$ cat config.mk
export PLATFORM = sky130hd
export DESIGN_NAME = load_store_unit
export DESIGN_NICKNAME = d
export VERILOG_FILES = /design/src/rtl/load_store_unit.sv
export SDC_FILE = /design/constraint.sdc
export NUM_CORES = 1
export LEC_CHECK = 0
export ABC_CLOCK_PERIOD_IN_PS = 6410
export CORE_MARGIN = 3
export CORE_UTILIZATION = 50
export CTS_BUF_LIST = sky130_fd_sc_hd__clkbuf_16
export CTS_CLUSTER_SIZE = 28
export DETAILED_ROUTE_END_ITERATION = 7
export PLACE_DENSITY = 0.83
export SYNTH_ARGS = -nofsm -noshare
export SYNTH_HDL_FRONTEND = slang
export SYNTH_SLANG_ARGS = --single-unit
export TNS_END_PERCENT = 5
$ cat constraint.sdc
create_clock -name clk -period 6.41 [get_ports clk]
set_input_delay 0.9615 -clock clk [delete_from_list [all_inputs] [get_ports clk]]
set_output_delay 0.9615 -clock clk [all_outputs]
set_load 0.005 [all_outputs]
$ cat src/rtl/load_store_unit.sv
// Load/store unit: one request at a time, byte/half/word/double accesses with
// read-modify-write for sub-doubleword stores against an 8-byte memory port.
module load_store_unit #(
  parameter int MEM_BYTES = 64
) (
  input  logic        clk,
  input  logic        reset,
  input  logic        req_valid,
  input  logic        req_store,
  input  logic [2:0]  req_funct3,
  input  logic [63:0] req_addr,
  input  logic [63:0] req_wdata,
  output logic        req_ready,
  output logic        resp_valid,
  output logic [63:0] resp_data,
  output logic        resp_err,
  output logic [63:0] Mem_Addr,
  output logic [63:0] Write_Data,
  output logic        MemWrite,
  output logic        MemRead,
  input  logic [63:0] Read_Data
);

  typedef enum logic [1:0] {IDLE, RD, WR, RESP} state_e;

  localparam logic [64:0] LAST_ADDR = 65'(MEM_BYTES - 1);

  state_e      state_q, state_d;
  logic        err_q;
  logic        store_q;
  logic [2:0]  funct3_q;
  logic [63:0] wdata_q;
  logic [63:0] rdata_q;
  logic [63:0] mem_addr_q;
  logic [63:0] wr_data_q;

  logic        accept;
  logic        req_err;
  logic        req_dstore;
  logic [64:0] end_addr;

  function automatic logic [63:0] load_ext(input logic [63:0] d, input logic [2:0] f);
    logic [63:0] r;
    case (f)
      3'b000:  r = {{56{d[7]}}, d[7:0]};
      3'b001:  r = {{48{d[15]}}, d[15:0]};
      3'b010:  r = {{32{d[31]}}, d[31:0]};
      3'b100:  r = {56'd0, d[7:0]};
      3'b101:  r = {48'd0, d[15:0]};
      3'b110:  r = {32'd0, d[31:0]};
      default: r = d;
    endcase
    return r;
  endfunction

  function automatic logic [63:0] store_merge(input logic [63:0] old, input logic [63:0] wd,
                                              input logic [1:0] sz);
    logic [63:0] r;
    r = old;
    case (sz)
      2'b00:   r[7:0]  = wd[7:0];
      2'b01:   r[15:0] = wd[15:0];
      2'b10:   r[31:0] = wd[31:0];
      default: r       = wd;
    endcase
    return r;
  endfunction

  // 65-bit end address so an address near 2^64 cannot wrap into range
  assign end_addr   = {1'b0, req_addr} + 65'd7;
  assign req_err    = (req_funct3 == 3'b111) || (req_store && req_funct3[2]) ||
                      (end_addr > LAST_ADDR);
  assign req_dstore = req_store && (req_funct3 == 3'b011);
  assign accept     = req_valid && (state_q == IDLE);

  always_comb begin
    state_d = state_q;
    case (state_q)
      IDLE: if (req_valid) begin
        if (req_err)         state_d = RESP;
        else if (req_dstore) state_d = WR;
        else                 state_d = RD;
      end
      RD:      state_d = store_q ? WR : RESP;
      WR:      state_d = RESP;
      default: state_d = IDLE;
    endcase
  end

  always_ff @(posedge clk) begin
    if (reset) begin
      state_q    <= IDLE;
      err_q      <= 1'b0;
      mem_addr_q <= '0;
      wr_data_q  <= '0;
    end else begin
      state_q <= state_d;
      if (accept) begin
        err_q <= req_err;
        if (!req_err) mem_addr_q <= req_addr;
        if (!req_err && req_dstore) wr_data_q <= req_wdata;
      end
      if (state_q == RD && store_q)
        wr_data_q <= store_merge(Read_Data, wdata_q, funct3_q[1:0]);
    end
  end

  // Request payload and captured read data need no reset; outputs are gated by state
  always_ff @(posedge clk) begin
    if (accept) begin
      store_q  <= req_store;
      funct3_q <= req_funct3;
      wdata_q  <= req_wdata;
    end
    if (state_q == RD) rdata_q <= Read_Data;
  end

  assign req_ready  = (state_q == IDLE);
  assign resp_valid = (state_q == RESP);
  assign resp_err   = (state_q == RESP) && err_q;
  assign resp_data  = ((state_q == RESP) && !err_q && !store_q) ? load_ext(rdata_q, funct3_q) : '0;
  assign MemRead    = (state_q == RD);
  assign MemWrite   = (state_q == WR);
  assign Mem_Addr   = mem_addr_q;
  assign Write_Data = wr_data_q;

endmodule

# After elaboration in Yosys (flattened, before gate mapping)
# Index checks and enable logic that the tools add are counted.
# Widths: inputs -> output; s select.
totals:
  ff_bits: 263
  latchBits: 0
  ram_bits: 0
  mem_bits_ro: 0
  inputBits: 199
  out_inout_bits: 197
  wordCells: 59
  n_memories: 0
op_classes:
  n_addsub: 1
  n_mul: 0
  n_div: 0
  magnitude_cmp: 1
  n_eq_ne: 13
  n_shift: 0
  mux: 13
  bitwise_logic: 1
  n_reduce_logical: 22
op_table:
  columns: ["op", "n"]
  rows:
  - ["$pmux 64 s6", 1]
  - ["$mux 64", 4]
  - ["$add 64x3->65 const B", 1]
  - ["$gt 65x6->1 const B", 1]
  - ["$mux 32", 1]
  - ["$mux 16", 1]
  - ["$eq 3x3->1 const B", 4]
  - ["$logic_and 1x1->1", 8]
  - ["$mux 8", 1]
  - ["$eq 2x2->1 const B", 3]
  - ["$eq 3x2->1 const B", 2]
  - ["$mux 2", 3]
  - ["$pmux 2 s3", 1]
  - ["$eq 2x1->1 const B", 2]
  - ["$logic_not 2->1", 2]
  - ["$reduce_and 2->1", 2]
  - ["$reduce_bool 2->1", 2]
  - ["$eq 3x1->1 const B", 1]
  - ["$logic_not 1->1", 3]
  - ["$logic_not 3->1", 1]
  - ["$reduce_or 3->1", 1]
  - ["$logic_or 1x1->1", 2]
  - ["$ne 2x2->1 const B", 1]
  - ["$reduce_or 2->1", 1]
  - ["other kinds (2)", 2]

# Depth between registers and ports, before layout
logic_depth:
  depth_word: 8
  depth_mapped: 14
  depth_no_buf: 12

# Worst setup path before layout
# No wires, ideal clock.
synth_path:
  kind: "input port to flip-flop"
  from: "in req_addr[0]"
  to: "reg wr_data_q[4], in the netlist Write_Data[4]"
  setup_ns: 0.133
  arrival_time_ns: 4.383
  t_required_ns: 6.277
  slack_ns: 1.893
  path_stages: 13
  cell_sequence: "inv_1 ha_1 nor2b_1 nor3b_4 nand4_2 or3_4 o31ai_1 or4b_1 nor4_2 nand4_4 o21ai_4 buf_6 a311oi_1"
synth_via:
  elab_chain_cells: 7
synth_lines:
  columns: ["element", "line_no", "text"]
  rows:
  - ["from (decl)", "11", "input logic [63:0] req_addr,"]
  - ["$add 64x3->65", "70", "assign end_addr = {1'b0, req_addr} + 65'd7;"]
  - ["$gt 65x6->1", "72", "(end_addr > LAST_ADDR);"]
  - ["$logic_or 1x1->1", "71", "assign req_err = (req_funct3 == 3'b111) || (req_store && req_funct3[2]) ||"]
  - ["$logic_not 1->1", "101", "if (!req_err && req_dstore) wr_data_q <= req_wdata;"]
  - ["$logic_and 1x1->1", "101", null]
  - ["$reduce_bool 2->1 (no source line)", null, null]
  - ["$reduce_and 2->1 (no source line)", null, null]
  - ["to (signal assigned)", "101", null]
  - ["to (signal assigned)", "104", "wr_data_q <= store_merge(Read_Data, wdata_q, funct3_q[1:0]);"]
  - ["to (decl)", "35", "logic [63:0] wr_data_q;"]
# Every way passes these cells.
# A chain may end at the register's enable or synchronous reset.

# Final worst setup path
layout_path:
  from: "in req_addr[6]"
  to: "reg wr_data_q[17], in the netlist Write_Data[17]"
# The elaborated chain is that of the path after synthesis.

==> impl_results.md <==
- Status: complete, no violations
- Sequential area share after synthesis: 0.544
- Routed vias/inst: 5.78
- Lkg Pwr: 5.93 nW
- Layout cells sized above 1: 0.0500
- Hold_ws: 0.459 ns
- Residual DRC: 0
- Mapped Cells: 1210
- Routed len/inst: 21.1 um
- DRT iter0 DRCs: 929
- Setup bufs post-CTS: 0
- Clk_skew: 0.0131 ns
- HP Class: reg2reg
- Setup Viol. Count Final: 0
- Placer Congestion: 0.958
- Fin nets: 1765
- Die Height: 162 um
- Tcrit/Tclk final: 0.814
- Peak VDD IR: 213 uV
- Fillers: 1725
- Largest net degree at the start of global routing: 81
- Max frequency: 0.192 GHz
- Number of flops mapped to enable cells by yosys: 132
- Die ar.: 26100 um^2
- Area Overhead vs Synth: 41.0%
- CTS Sinks: 263
- Net count after synthesis: 1414
- Antenna Nets Post-Route: 0
- Initial antenna violation count: 7
- Vias in the first global route: 10734
- Hold-fix buffers, CTS: 0
- Detail Placement HPWL: 28.3 mm
- H-tree depth: 1
- Mapped Area: 12100 um^2
- Register area: 6590 um^2
- GRT busiest layer: met2
- Drt pass-1 iters: 6
- Synth area leader: edfxtp_1
- Grt met1 use: 0.363
- Cell variety after synth: 63
- Yosys reg bits: 263
- Most common cell in the netlist: edfxtp_1
- Worst skew pair latency: 0.54 ns
- MaxCap Viol Count: 0
- GRT overflow: 0
- First-pass GRT wire length: 61.6 mm
- Worst EP arrival: 5.59 ns
- Required @ worst endpoint: 6.79 ns
- Met2 Use GR: 0.506
- Multi-input combinational cell area: 5130 um^2
- CP Class: in2reg
- Synth top area cells: edfxtp_1, dfxtp_1, o21ai_0
- Post-Route WL: 40.1 mm
- GRT Total Usage: 0.294
- Row cnt: 56
- Hold Vio Cnt, Final: 0
- CTS buffer count: 27
- Tmin final: 5.21 ns
- Worst-margin pin slew: 1.07 ns
- Warnings, synthesis: 0
- Power per cell area: 288 nW/um^2
- Async set or reset register ratio after synthesis: 0
- Die width: 162 um
- Clock transition at path regs: 0.06 ns
- Max Slew Vio Count: 0
- Mean Syn Cell Area: 10.0 um^2
- Setup TNS: 0 ns
- Starting Density: 0.512
- DR vias: 10991
- Top-area cell type share of the netlist area: 0.328
- Rel. slew slack: 0.284
- CORE AREA: 23600 um^2
- Critical path fanouts, max: 50
- Clock Path Buffers: 3
- Port bufs: 395
- Root Driver: clkbuf_16
- Met3 GRT Util: 0.0913
- Main synth FF type: edfxtp_1
- Synth top cells by count: edfxtp_1, dfxtp_1, nand2_1, o21ai_0, nor2_1
- I/O pin cnt: 396
- RSZ-0062 raised after global routing: no
- Cts repair resizes: 0
- CP Capture Type: flop
- CTS tree: yes
- Critical Path Source Type: primary input
## logic make-up (layout without fill, tap and decap cells)
| group | count (synthesis) | count (layout) | share of synthesized area |
|---|---|---|---|
| xor+xnor | 26 | 26 | 0.0188 |
| simple gates | 503 | 503 | 0.219 |
| other cells | 0 | 2 | 0 |
| flops | 263 | 263 | 0.544 |
| compound gates | 288 | 288 | 0.154 |
| buf+inv | 95 | 466 | 0.0337 |
| mux | 30 | 30 | 0.0249 |
| fa+ha+maj | 5 | 5 | 0.00517 |
## layer usage
metal  vias to the layer above  part of all wire
li1                       5140                 -
met1                      5241              0.39
met2                       537              0.48
met3                        63              0.10
met4                        10             0.023
met5                         -            0.0019
## state kept, by name, indices dropped and copies added (netlist names)
signal and count:
Mem_Addr 64, Write_Data 64, rdata_q 64, wdata_q 64, funct3_q 3, state_q 2
err_q 1, store_q 1
## final cells by class
class                      count  area share
clock inverter                20     0.00623
antenna                        2    0.000293
timing repair buffer         407       0.238
inverter                      10     0.00220
multi-input combinational    852       0.301
clock buffer                  29      0.0425
tap                          319      0.0234
sequential                   263       0.386
## worst max-delay path, cell delays in order
cell	delay [ns]
clkdlybuf4s50_1	0.66
nand4_1	0.22
nor4_1	0.69
nand2_1	0.26
nor4_1	0.40
mux2i_1	0.22
o21ai_0	0.11
nor4_1	0.69
nand4_4	0.34
o21ai_4	0.52
buf_12	0.29
o21ai_0	0.20
## layout by cell type, fill, tap and decap left out, types with 13 or more instances in the layout
cell / instances
clkdlybuf4s50_1: 394
edfxtp_1: 132
dfxtp_1: 131
nand2_1: 117
o21ai_0: 112
nor2_1: 83
and2_1: 67
nand2b_1: 57
nand3_1: 54
a311oi_1: 52
o21a_1: 35
nor3_1: 34
a21oi_1: 31
mux2i_1: 29
clkbuf_16: 29
nand4_1: 21
a211oi_1: 18
xnor2_1: 14
nor4_1: 14
inv_1: 13
## final timing paths
check	startpoint	end	slack [ns]	cells past startpoint
setup / recovery	req_addr[6]	Write_Data[17]	1.20	12
hold reg to reg	Mem_Addr[49]	Mem_Addr[49]	0.46	1
setup reg to reg	state_q[1]	Write_Data[17]	3.15	7
hold / removal	Mem_Addr[49]	Mem_Addr[49]	0.46	1
## where the power goes
| part | internal, W | switching [W] | total, W |
|---|---|---|---|
| combinational | 0.000482 | 0.000720 | 0.00120 |
| sequential | 0.00213 | 0.000104 | 0.00223 |
| clock | 0.000818 | 0.000654 | 0.00147 |
| total | 0.00343 | 0.00148 | 0.00490 |
## stage by stage
| step | power, W | area [um^2] | std cells | setup slack, ns | utilization |
|---|---|---|---|---|---|
| 6_report | 0.00490 | 17100 | 1902 | 1.20 | 0.722 |
| 3_5_place_dp | 0.00345 | 16200 | 1851 | 0.786 | 0.687 |
| 2_1_floorplan | 0.00288 | 12100 | 1210 | 1.89 | - |
| 5_1_grt | 0.00511 | 17100 | 1902 | 0.872 | 0.722 |
| 4_1_cts | 0.00493 | 17100 | 1900 | 1.24 | 0.722 |
| 3_3_place_gp | 0.00342 | 16200 | 1851 | 0.922 | 0.687 |
(Power assumes the default switching activity.)
